$ cat src/rtl/mux16_arbiter_pkg.sv
// Shared types and constants for the mux16_arbiter block: FSM state
// encoding, mux select constants and a saturating counter helper.
package mux16_arbiter_pkg;

  typedef enum logic [1:0] {
    ST_IDLE    = 2'd0,
    ST_GRANT_A = 2'd1,
    ST_GRANT_B = 2'd2
  } state_t;

  localparam logic SEL_A = 1'b0;
  localparam logic SEL_B = 1'b1;

  // Increment a burst counter, sticking at the supplied ceiling.
  function automatic logic [3:0] sat_inc4(input logic [3:0] cnt, input logic [3:0] ceil);
    return (cnt >= ceil) ? ceil : cnt + 4'd1;
  endfunction

endpackage

$ cat src/rtl/mux16_arbiter_mux.sv
// Two-input word multiplexer shared by both sources: sel 0 picks A, 1 picks B.
module mux16_arbiter_mux #(
  parameter int WIDTH = 16
) (
  input  logic             i_sel,
  input  logic [WIDTH-1:0] i_in_a,
  input  logic [WIDTH-1:0] i_in_b,
  output logic [WIDTH-1:0] o_out
);

  assign o_out = i_sel ? i_in_b : i_in_a;

endmodule

$ cat src/rtl/mux16_arbiter.sv
// Round-robin arbiter sharing one word mux between sources A and B, with a
// registered valid/ready output stage and a cap on consecutive grants to one
// source while the other waits. Optional per-source accepted-word counters
// are built when MUX16_ARBITER_STATS_EN is defined.
module mux16_arbiter
  import mux16_arbiter_pkg::*;
#(
  parameter int WIDTH     = 16,
  parameter int MAX_BURST = 4
) (
  input  logic             clk,
  input  logic             reset,
  input  logic             reqA,
  input  logic [WIDTH-1:0] dataA,
  output logic             ackA,
  input  logic             reqB,
  input  logic [WIDTH-1:0] dataB,
  output logic             ackB,
  output logic             select,
  output logic             outValid,
  input  logic             outReady,
  output logic [WIDTH-1:0] outData
`ifdef MUX16_ARBITER_STATS_EN
  ,
  output logic [15:0]      grantCountA,
  output logic [15:0]      grantCountB
`endif
);

  localparam logic [3:0] MAX_B = 4'(MAX_BURST);

  state_t           r_state;
  logic [3:0]       r_burst_cnt;
  logic             r_last_sel;
  logic             r_sel;
  logic             r_out_vld_p1;
  logic [WIDTH-1:0] r_out_data_p1;

  logic             w_load;
  logic             w_tgt_vld;
  logic             w_tgt_sel;
  logic             w_select;
  logic             w_ack_a;
  logic             w_ack_b;
  logic             w_ack;
  logic             w_same_src;
  logic [WIDTH-1:0] w_mux_data;

  assign w_load = !r_out_vld_p1 || outReady;

  // Pick this cycle's grant target from the current owner and the burst cap.
  always_comb begin
    w_tgt_vld = 1'b0;
    w_tgt_sel = SEL_A;
    case (r_state)
      ST_GRANT_A: begin
        if (reqA && !(reqB && r_burst_cnt == MAX_B)) begin
          w_tgt_vld = 1'b1;
          w_tgt_sel = SEL_A;
        end else if (reqB) begin
          w_tgt_vld = 1'b1;
          w_tgt_sel = SEL_B;
        end
      end
      ST_GRANT_B: begin
        if (reqB && !(reqA && r_burst_cnt == MAX_B)) begin
          w_tgt_vld = 1'b1;
          w_tgt_sel = SEL_B;
        end else if (reqA) begin
          w_tgt_vld = 1'b1;
          w_tgt_sel = SEL_A;
        end
      end
      default: begin
        if (reqA && reqB) begin
          w_tgt_vld = 1'b1;
          w_tgt_sel = ~r_last_sel;
        end else if (reqA) begin
          w_tgt_vld = 1'b1;
          w_tgt_sel = SEL_A;
        end else if (reqB) begin
          w_tgt_vld = 1'b1;
          w_tgt_sel = SEL_B;
        end
      end
    endcase
  end

  // With no target the mux keeps pointing where it last pointed.
  assign w_select   = w_tgt_vld ? w_tgt_sel : r_sel;
  assign w_ack_a    = w_load && w_tgt_vld && (w_tgt_sel == SEL_A) && reqA && !reset;
  assign w_ack_b    = w_load && w_tgt_vld && (w_tgt_sel == SEL_B) && reqB && !reset;
  assign w_ack      = w_ack_a || w_ack_b;
  assign w_same_src = ((w_tgt_sel == SEL_A) && (r_state == ST_GRANT_A)) ||
                      ((w_tgt_sel == SEL_B) && (r_state == ST_GRANT_B));

  mux16_arbiter_mux #(.WIDTH(WIDTH)) u_mux (
    .i_sel  (w_select),
    .i_in_a (dataA),
    .i_in_b (dataB),
    .o_out  (w_mux_data)
  );

  // Arbitration state: owner, run length, tie-break history and held select.
  always_ff @(posedge clk or posedge reset) begin
    if (reset) begin
      r_state     <= ST_IDLE;
      r_burst_cnt <= 4'd0;
      r_last_sel  <= SEL_B;
      r_sel       <= SEL_A;
    end else begin
      r_sel <= w_select;
      if (w_ack) begin
        r_state     <= (w_tgt_sel == SEL_A) ? ST_GRANT_A : ST_GRANT_B;
        r_last_sel  <= w_tgt_sel;
        r_burst_cnt <= w_same_src ? sat_inc4(r_burst_cnt, MAX_B) : 4'd1;
      end else if (w_load) begin
        r_state     <= ST_IDLE;
        r_burst_cnt <= 4'd0;
      end
    end
  end

  // ---- stage p1: registered output word toward the consumer ----
  always_ff @(posedge clk or posedge reset) begin
    if (reset) begin
      r_out_vld_p1  <= 1'b0;
      r_out_data_p1 <= '0;
    end else if (w_ack) begin
      r_out_vld_p1  <= 1'b1;
      r_out_data_p1 <= w_mux_data;
    end else if (w_load) begin
      r_out_vld_p1  <= 1'b0;
    end
  end

`ifdef MUX16_ARBITER_STATS_EN
  logic [15:0] r_cnt_a;
  logic [15:0] r_cnt_b;

  // Count accepted words per source, sticking at all-ones.
  always_ff @(posedge clk or posedge reset) begin
    if (reset) begin
      r_cnt_a <= 16'd0;
      r_cnt_b <= 16'd0;
    end else begin
      if (w_ack_a && r_cnt_a != 16'hFFFF) r_cnt_a <= r_cnt_a + 16'd1;
      if (w_ack_b && r_cnt_b != 16'hFFFF) r_cnt_b <= r_cnt_b + 16'd1;
    end
  end

  assign grantCountA = r_cnt_a;
  assign grantCountB = r_cnt_b;
`endif

  assign ackA     = w_ack_a;
  assign ackB     = w_ack_b;
  assign select   = w_select;
  assign outValid = r_out_vld_p1;
  assign outData  = r_out_data_p1;

endmodule

$ cat config.mk
export PLATFORM = sky130hd
export DESIGN_NAME = mux16_arbiter
export DESIGN_NICKNAME = d
export VERILOG_FILES = /design/src/rtl/mux16_arbiter_pkg.sv /design/src/rtl/mux16_arbiter_mux.sv /design/src/rtl/mux16_arbiter.sv
export SDC_FILE = /design/constraint.sdc
export NUM_CORES = 1
export LEC_CHECK = 0
export CAP_MARGIN = 10
export CORE_ASPECT_RATIO = 0.6
export CORE_MARGIN = 3
export CORE_UTILIZATION = 48
export DETAILED_ROUTE_END_ITERATION = 16
export GPL_ROUTABILITY_DRIVEN = 0
export PLACE_DENSITY = 0.86
export SLEW_MARGIN = 25
export SYNTH_ARGS = -nofsm -noshare
export SYNTH_HDL_FRONTEND = slang
export SYNTH_SLANG_ARGS = --single-unit
$ cat constraint.sdc
create_clock -name clk -period 3.32 [get_ports clk]
set_input_delay 0.664 -clock clk [delete_from_list [all_inputs] [get_ports clk]]
set_output_delay 0.664 -clock clk [all_outputs]
set_load 0.1 [all_outputs]
==> summary.txt <==
Cells and area
  • Area grow syn2layout: 42.3%
  • Final nets: 285
  • Fillers: 220
  • Most frequent cells in the layout: nor2_1, clkdlybuf4s50_1, a31oi_1
  • Share of cells above drive strength 1: 15.6%
  • Area of the multi-input gates: 837 um^2
  • FF/Latch Area: 627 um^2
  • Inserted Diodes: 0

STA
  • Fmax: 318 MHz
  • Max_slew headroom: 42.1%
  • Setup TNS: 0 ns
  • Final Critical Period: 3.15 ns
  • Tcrit/Tclk final: 94.8%
  • Clock skew: 0.00205 ns
  • Final setup viols: 0
  • Final hold vios: 0
  • Unrepaired setup endpoints after global routing: no
  • Worst Max-Slew Pin Slew: 0.868 ns
  • Final-report max-slew violation count: 0

Die
  • Starting Density: 51.9%
  • # rows: 15
  • Ports: 57
  • Die H: 49.8 um
  • Core area: 0.00297 mm^2
  • Die Area: 0.00394 mm^2
  • Die Wd: 79.1 um

Detailed routing
  • WL/cell: 15.9 um
  • Initial DRT Pass Iterations: 5
  • Final WL: 4540 um
  • DR DRC count: 0
  • Number of vias per cell: 5.82
  • Initial drt markers: 124
  • DRT antenna net count: 0
  • DR vias: 1,659

GRT
  • Overall Global Routing Usage: 22.9%
  • Antenna violations before repair: 0
  • First-pass GRT wire length: 7110 um
  • Total global routing overflow: 0
  • Number of global-route vias before repair: 1,580
  • Largest net degree at the start of global routing: 33

Pwr
  • Reg power frac: 24.0%
  • Clock power share: 8.9%
  • Max IR drop VDD: 0.000467 V
  • Total chip power: 2.00 mW
  • Switching part of the total: 58.4%
  • Pwr dens: 914 mW/mm^2
  • Internal power: 0.832 mW
  • Leak pwr: 0.951 nW
  • Psw: 1.17 mW
  • Combinational share of power: 67.1%

Logic synthesis
  • Synth warn: 0
  • Mapped cell area: 0.00154 mm^2
  • Synth Register Bits: 25
  • Syn avg cell area: 8.14 um^2
  • Synth unique cells: 28
  • Register area share after synthesis: 40.8%
  • Synthesized instance count: 189
  • Syn Nets: 230

Worst setup path
  • WS Path Type: primary input to primary output
  • Reg-to-reg startpoint: r_state[0]
  • CP Capture Type: primary output
  • CP arrival: 2.48 ns
  • Startpoint Class: primary input
  • Worst setup startpoint: reqA
  • Worst endpoint required time: 2.66 ns
  • CP Max Fanout: 6

Clocking
  • Worst skew pair latency: 0.27 ns
  • Clk root buf: clkbuf_8
  • CTS tree: built
  • Cts bufs inserted: 3
  • Clock sink count: 25
  • Clk slew on worst S/H paths: 0.08 ns
  • Setup bufs post-CTS: 0
  • Clock Path Buffers: 2
  • Hold_buf cts: 0
  • CTS H-tree depth: 1
  • Post-CTS Resized: 0

Outcome
  • Status: completed

Flow run
  • Max_cap viols: 0

Min path
  • Hold_sp: r_state[1]
  • Worst min-delay path category: flip-flop to flip-flop

Placement
  • Final HPWL DP: 3370 um
  • Port Buffers: 56
[through the flow]
stage               cells  utilization [%]  cell area (um^2)  hold WS, ns  worst slack [ns]
global route          285             73.8              2190        0.550            0.0929
global placement      281             72.2              2140        0.501             0.246
detailed placement    281             72.2              2140        0.499             0.181
CTS                   285             73.7              2190        0.519             0.182
finish                285             73.8              2190        0.515             0.172
floorplan             189                -              1540        0.476             0.327
[layout make-up]
| cell class | count | area share [%] |
|---|---|---|
| sequential | 25 | 28.6 |
| multi-input combinational | 144 | 38.3 |
| timing repair buffer | 63 | 27.4 |
| clock buffer | 4 | 2.06 |
| tap | 42 | 2.40 |
| inverter | 7 | 1.20 |
[synthesized netlist by cell type]
library cell	count	area, um^2
nand2b_1	1	6.26
buf_4	1	7.51
nand2_1	21	78.8
o31a_1	1	8.76
dfrtp_1	24	601
inv_1	7	26.3
a22oi_1	16	120
and2_1	2	12.5
nand3b_1	1	7.51
and3_1	2	12.5
mux2_2	2	22.5
a32o_1	2	20.0
o21bai_1	1	7.51
clkbuf_1	12	45.0
a31oi_1	33	206
nor3_1	1	5.00
or3_1	1	6.26
a21o_1	3	22.5
a211o_1	2	17.5
nor2b_1	2	12.5
nor2_1	38	143
a21oi_1	6	30.0
and4b_1	1	10.0
dfstp_2	1	26.3
or4_4	1	11.3
o32ai_1	1	8.76
ha_1	4	50.1
or2_2	2	12.5
[registers in the layout, indices dropped and copies added (netlist names)]
name,flops
r_burst_cnt,4
r_last_sel,1
outData,16
r_sel,1
outValid,1
r_state,2
[critical path: stages]
cell             delay (ns)
clkdlybuf4s50_1        0.49
inv_1                  0.09
a211o_1                0.22
a21o_1                 0.24
or4_4                  0.46
inv_1                  0.12
buf_12                 0.18
[power groups by stage]
stage               Combinational (mW)  Clock (mW)  Sequential [mW]
floorplan                        0.365           0             1.12
global placement                  1.32           0            0.478
detailed placement                1.34           0            0.480
CTS                               1.33       0.185            0.478
global route                      1.39       0.194            0.490
finish                            1.34       0.179            0.479
[kinds of logic after synthesis]
logic type | share of synthesized area, %
compound gates | 28.7
fa+ha+maj | 3.25
buf+inv | 5.13
flops | 40.8
mux | 1.46
simple gates | 20.7
[metal layers]
metal / global-route usage [%] / part of all wire [%] / wire [um]
met1: 32.3 / 46 / 2110
met2: 35.3 / 44 / 2010
met3: 3.65 / 8.1 / 366
met4: 8.86 / 1.3 / 59
met5: 0 / 0 / 0
[path summary, 6_finish.rpt]
path	to	depth (start not counted)	slack (ns)
setup / recovery	ackA	7	0.17
hold / removal	r_state[1]	1	0.51
setup reg to reg	outData[1]	8	0.55
hold reg to reg	r_state[1]	1	0.51
max in group asynchronous	r_last_sel	3	2.14
min in group asynchronous	r_burst_cnt[3]	3	0.89
(Power assumes the default switching activity.)
==> variant 1: new RTL, same flow settings <==
Add a define of `MUX16_ARBITER_STATS_EN`.
--- a/src/rtl/mux16_arbiter.sv
+++ b/src/rtl/mux16_arbiter.sv
@@ -4,2 +4,4 @@
 // are built when MUX16_ARBITER_STATS_EN is defined.
+`define MUX16_ARBITER_STATS_EN
+
 module mux16_arbiter
Function (old outputs only; new: grantCountA and grantCountB): kept (Yosys induction, for registers that start in step).
==> variant 1 against the unedited design <==
- total power up 70%
- first-iteration DRC count down 18%
- largest power group unchanged
- critical path type unchanged
- worst setup slack better by 75 ps
- fmax up 2.4%
- sequential share of layout area up 7.2 points
- cell area up 82%
- clock power rose to 3.2 times the old value
- sequential cell count up 32
- synthesized area up 89%
- register-to-register slack better by 210 ps
- sequential power up 110%
- wire length up 53%
==> variant 1: results (changes against the unedited design) <==
Status
  • Status: finished clean (unchanged)

Final layout
  • Synthesis-to-layout area growth: 37.45% (was 42.31%)
  • Share of cells above drive strength 1: 0.2190 (was 0.1564)
  • Fin nets: 417 (was 285)
  • ANT cells: 0 (unchanged)
  • Fillers: 454 (was 220)

Synthesis
  • Post-synthesis xor/xnor area fraction: 0.07852 (was 0)
  • Synth Area in Compound Gates: 0.08283 (was 0.2872)
  • Most area-consuming cells after synthesis: dfrtp_1 48%, mux2i_1 6.6%, xor2_1 4.8% (was dfrtp_1 39%, a31oi_1 13%, nor2_1 9.3%)
  • Top cells by count, synth: 56 x dfrtp_1, 22 x nor2_1, 20 x nand2_1 (was 38 x nor2_1, 33 x a31oi_1, 24 x dfrtp_1)
  • Adder-cell share of the synthesized area: 0.02588 (was 0.03255)
  • Main synth FF type: dfrtp_1 (unchanged)
  • Fraction of registers with async set/reset: 1.000 (unchanged)
  • YS warnings: 0 (unchanged)
  • Post-synthesis mux area share: 0.08499 (was 0.01465)
  • Synth cell types: 46 (was 28)
  • Seq/Total Area, Yosys: 0.4922 (was 0.4076)
  • Syn nets: 321 (was 230)

Hold path
  • Min-delay worst type: reg2reg (unchanged)
  • Hold path start: grantCountA[11]$_DFFE_PP0P_ (was r_state[1]$_DFFE_PP0P_)

Drt
  • Initial DRT Pass Iterations: 4 (was 5)
  • Via count: 2440 (was 1659)
  • Wire per inst: 15.14 um (was 15.94 um)
  • Initial drt markers: 102 (was 124)

Placement
  • Port buffer count: 88 (was 56)
  • DP Area: 3816 sq um (was 2141 sq um)
  • DP HPWL: 5218 um (was 3369 um)

Setup path
  • Worst setup path start: reqA (unchanged)
  • Slowest stage delay, CP: 600 ps (was 490 ps)
  • Crit path DAT: 2410 ps (was 2480 ps)
  • CP Max Fanout: 7 (was 6)
  • Kind of critical path: in2out (unchanged)
  • FF-to-FF Start: r_state[0]$_DFFE_PP0P_ (unchanged)
  • Cell at the slowest stage of the critical path: clkdlybuf4s50_1 (unchanged)

Global route
  • Initial antenna violation count: 0 (unchanged)
  • Via count of the first global-routing pass: 2402 (was 1580)
  • Tot GR Track Use: 0.2145 (was 0.2291)
  • First-pass GRT wire length: 11550 um (was 7107 um)
  • Largest net degree at the start of global routing: 35 (was 33)

Clock network
  • Clk Latency, worst-skew pair: 330 ps (was 270 ps)
  • H-tree Lvls: 3 (was 1)
  • CTS max path bufs: 2 (unchanged)
  • Worst-path clk slew: 60 ps (was 80 ps)
  • Root buf cell: clkbuf_8 (unchanged)
  • Num CTS Buffers: 9 (was 3)
  • Post-CTS sizing: 0 (unchanged)
  • Post CTS Setup Buffer Count: 0 (unchanged)

STA
  • Max_slew headroom: 0.5405 (was 0.4214)
  • Clock Skew: 8.213 ps (was 2.050 ps)

Power and ir drop
  • Peak VDD IR: 0.0005690 V (was 0.0004673 V)
  • Leakage: 1.892 nW (was 0.9508 nW)
variant 1: final cells by class:
cell class,count,area share
sequential,57,0.3581
tap,80,0.02511
multi-input combinational,201,0.3528
timing repair buffer,96,0.2128
inverter,9,0.008475
clock buffer,16,0.04269
variant 1: cell families (layout without fill, tap and decap cells):
| family | after synthesis | after routing |
|---|---|---|
| compound gates | 34 | 34 |
| buf+inv | 20 | 121 |
| flops | 57 | 57 |
| fa+ha+maj | 6 | 6 |
| simple gates | 111 | 111 |
| xor+xnor | 26 | 26 |
| mux | 24 | 24 |
variant 1: worst max-delay path: cells and delay by family:
family	cells	cell delay [ps]
simple gates	2	560
buf+inv	2	820
compound gates	1	360
variant 1: path summary, 6_finish.rpt:
kind	to	slack, ps	depth (start not counted)
worst min register to register	grantCountA[11]$_DFFE_PP0P_	500	1
worst max register to register	grantCountB[14]$_DFFE_PP0P_	760	8
max in group asynchronous	r_last_sel$_DFFE_PP1P_	1880	3
min in group asynchronous	grantCountA[13]$_DFFE_PP0P_	730	2
worst max-delay path	ackA	250	5
worst min-delay path	grantCountA[11]$_DFFE_PP0P_	500	1
variant 1: power breakdown:
| group | internal (mW) | total (mW) | switching, mW |
|---|---|---|---|
| logic | 0.440 | 1.84 | 1.40 |
| clock network | 0.313 | 0.565 | 0.252 |
| registers | 0.853 | 0.987 | 0.134 |
| total | 1.61 | 3.39 | 1.79 |
variant 1: layer usage:
metal | GRT usage | share of wire | vias to the layer above
li1 | - | - | 1182
met1 | 0.2893 | 0.46 | 1162
met2 | 0.3194 | 0.45 | 89
met3 | 0.08293 | 0.083 | 7
met4 | 0.06624 | 0.0094 | 0
met5 | 0 | 0 | -
variant 1: stage by stage:
stage / setup WS, ps / instances / hold WS [ps]
floorplan: 133.0 / 278 / 463.0
global placement: 301.8 / 443 / 481.7
detailed placement: 251.6 / 443 / 485.4
CTS: 238.1 / 459 / 500.3
global route: 79.35 / 459 / 508.9
finish: 246.6 / 459 / 498.2
==> variant 2: new RTL, config.mk and constraints unchanged <==
Made on the original files. Re-encode `state_t` (3 states) as one-hot, 3 bits wide.
--- a/src/rtl/mux16_arbiter_pkg.sv
+++ b/src/rtl/mux16_arbiter_pkg.sv
@@ -4,6 +4,6 @@
 
-  typedef enum logic [1:0] {
-    ST_IDLE    = 2'd0,
-    ST_GRANT_A = 2'd1,
-    ST_GRANT_B = 2'd2
+  typedef enum logic [2:0] {
+    ST_IDLE    = 3'b001,
+    ST_GRANT_A = 3'b010,
+    ST_GRANT_B = 3'b100
   } state_t;
Check against the original RTL: no difference found for any inputs over 10 cycles, from zero or initial values and one cycle with reset high; not proved beyond that.
==> variant 2 against the unedited design <==
- combinational power shrank 46%
- wire length decreased by 8.9%
- cell area is 3.5% lower
- total power decreased by 33%
- critical path depth shrank 1
- first-iteration DRC count down 37%
- synthesized area fell by 3.6%
- sequential cell count rose by 1
- worst setup slack gained 110 ps
- largest cell class unchanged
- largest power group unchanged
- highest routed layer unchanged
==> variant 2: results (changes against the unedited design) <==
Status
  • Status: finished clean (unchanged)

Setup path
  • CP Max Fanout: 18 (was 6)
  • R2R depth: 6 (was 8)
  • Crit path DAT: 2380 ps (was 2480 ps)

Synthesis
  • Most area-consuming cells after synthesis: dfrtp_1 41%, o2111ai_1 9.5%, nand2_1 8.6% (was dfrtp_1 39%, a31oi_1 13%, nor2_1 9.3%)
  • Mapped cell area: 1483 sq um (was 1538 sq um)
  • Post-synthesis mux area share: 0.01435 (was 0.01465)
  • Seq/Total Area, Yosys: 0.4405 (was 0.4076)
  • Main synth FF type: dfrtp_1 (unchanged)
  • Synth cell types: 42 (was 28)
  • Synth Area in Compound Gates: 0.2962 (was 0.2872)
  • Adder-cell share of the synthesized area: 0.01688 (was 0.03255)
  • Post-Synthesis Cells: 149 (was 189)
  • Syn nets: 188 (was 230)
  • Top cells by count, synth: 34 x nand2_1, 24 x dfrtp_1, 16 x o2111ai_1 (was 38 x nor2_1, 33 x a31oi_1, 24 x dfrtp_1)
  • #FFs+latches synth: 26 (was 25)

Drt
  • Initial drt markers: 78 (was 124)
  • Wire per inst: 17.18 um (was 15.94 um)
  • Wirelength, routed: 4140 um (was 4544 um)
  • Vias/cell: 5.755 (was 5.821)
  • Initial DRT Pass Iterations: 4 (was 5)

Placement
  • DP Area: 2052 sq um (was 2141 sq um)
  • Place WS: 300.7 ps (was 181.3 ps)
  • Placed Cells: 237 (was 281)
  • DP HPWL: 3083 um (was 3369 um)

Power and ir drop
  • Peak VDD IR: 0.0004019 V (was 0.0004673 V)
  • P per Cell Area: 635.1 nW/um^2 (was 914.4 nW/um^2)
  • Leakage: 0.9116 nW (was 0.9508 nW)

Final layout
  • Non-clock buffers: 59 (was 63)
  • #MultiIn Comb: 106 (was 144)
  • Signal buf overhead: 0.2703 (was 0.2744)
  • Fillers: 185 (was 220)
  • Area of the multi-input gates: 759.5 sq um (was 837.1 sq um)
  • FF+latch area: 653.1 sq um (was 626.9 sq um)
  • Share of cells above drive strength 1: 0.2388 (was 0.1564)
  • Clk tree area frac: 0.02608 (was 0.02058)
  • Non-clk invs: 6 (was 7)

Clock network
  • Num CTS Buffers: 3 (unchanged)
  • Worst-path clk slew: 80 ps (about the same)

STA
  • Worst-Margin Slew: 788.3 ps (was 868.0 ps)
  • Clock Skew: 6.139 ps (was 2.050 ps)

Global route
  • Tot GR Track Use: 0.2303 (was 0.2291)
  • First-pass GRT wire length: 6996 um (was 7107 um)
  • Via count of the first global-routing pass: 1396 (was 1580)
  • Largest net degree at the start of global routing: 27 (was 33)

Hold path
  • Worst hold path depth: 2 (was 1)
variant 2: changes by cell type after synthesis, moves of 4 or more:
cell | unedited run | this run
a31oi_1 | 33 | 1
nor2_1 | 38 | 6
a22oi_1 | 16 | 0
o2111ai_1 | 0 | 16
nand2_1 | 21 | 34
o211ai_2 | 0 | 9
clkbuf_1 | 12 | 4
o211ai_1 | 0 | 7
a21oi_1 | 6 | 1
buf_2 | 0 | 4
variant 2: per-layer routing:
metal | vias up | track usage | share of wire
met1 | 666 | 0.3032 | 0.44
met5 | - | 0 | 0
li1 | 664 | - | -
met3 | 4 | 0.07565 | 0.078
met2 | 53 | 0.3707 | 0.47
met4 | 0 | 0.04734 | 0.0097
variant 2: worst paths after layout:
| check | start | endpoint | slack (ps) |
|---|---|---|---|
| min in group asynchronous | reset | outData[6]$_DFFE_PP0P_ | 900 |
| worst min-delay path | outData[12]$_DFFE_PP0P_ | outData[12]$_DFFE_PP0P_ | 490 |
| worst max register to register | r_burst_cnt[0]$_DFFE_PP0P_ | outData[8]$_DFFE_PP0P_ | 1340 |
| worst max-delay path | reqB | select | 280 |
| max in group asynchronous | reset | r_state[0]$_DFFE_PP1P_ | 2040 |
| worst min register to register | outData[12]$_DFFE_PP0P_ | outData[12]$_DFFE_PP0P_ | 490 |
variant 2: power by group:
group / switching, mW / internal, mW
Combinational: 0.541 / 0.180
Clock: 0.0966 / 0.106
Sequential: 0.0385 / 0.378
variant 2: stage by stage:
stage	power, mW	hold slack [ps]
6_report	1.340	491.4
5_1_grt	1.397	518.4
4_1_cts	1.347	496.0
3_5_place_dp	1.141	475.2
3_3_place_gp	1.127	473.8
2_1_floorplan	0.9512	495.1
variant 2: critical path, cell delays in order:
cell             delay [ps]
clkdlybuf4s50_1         490
inv_2                   140
o41a_4                  590
a21boi_4                180
inv_1                   120
buf_12                  190
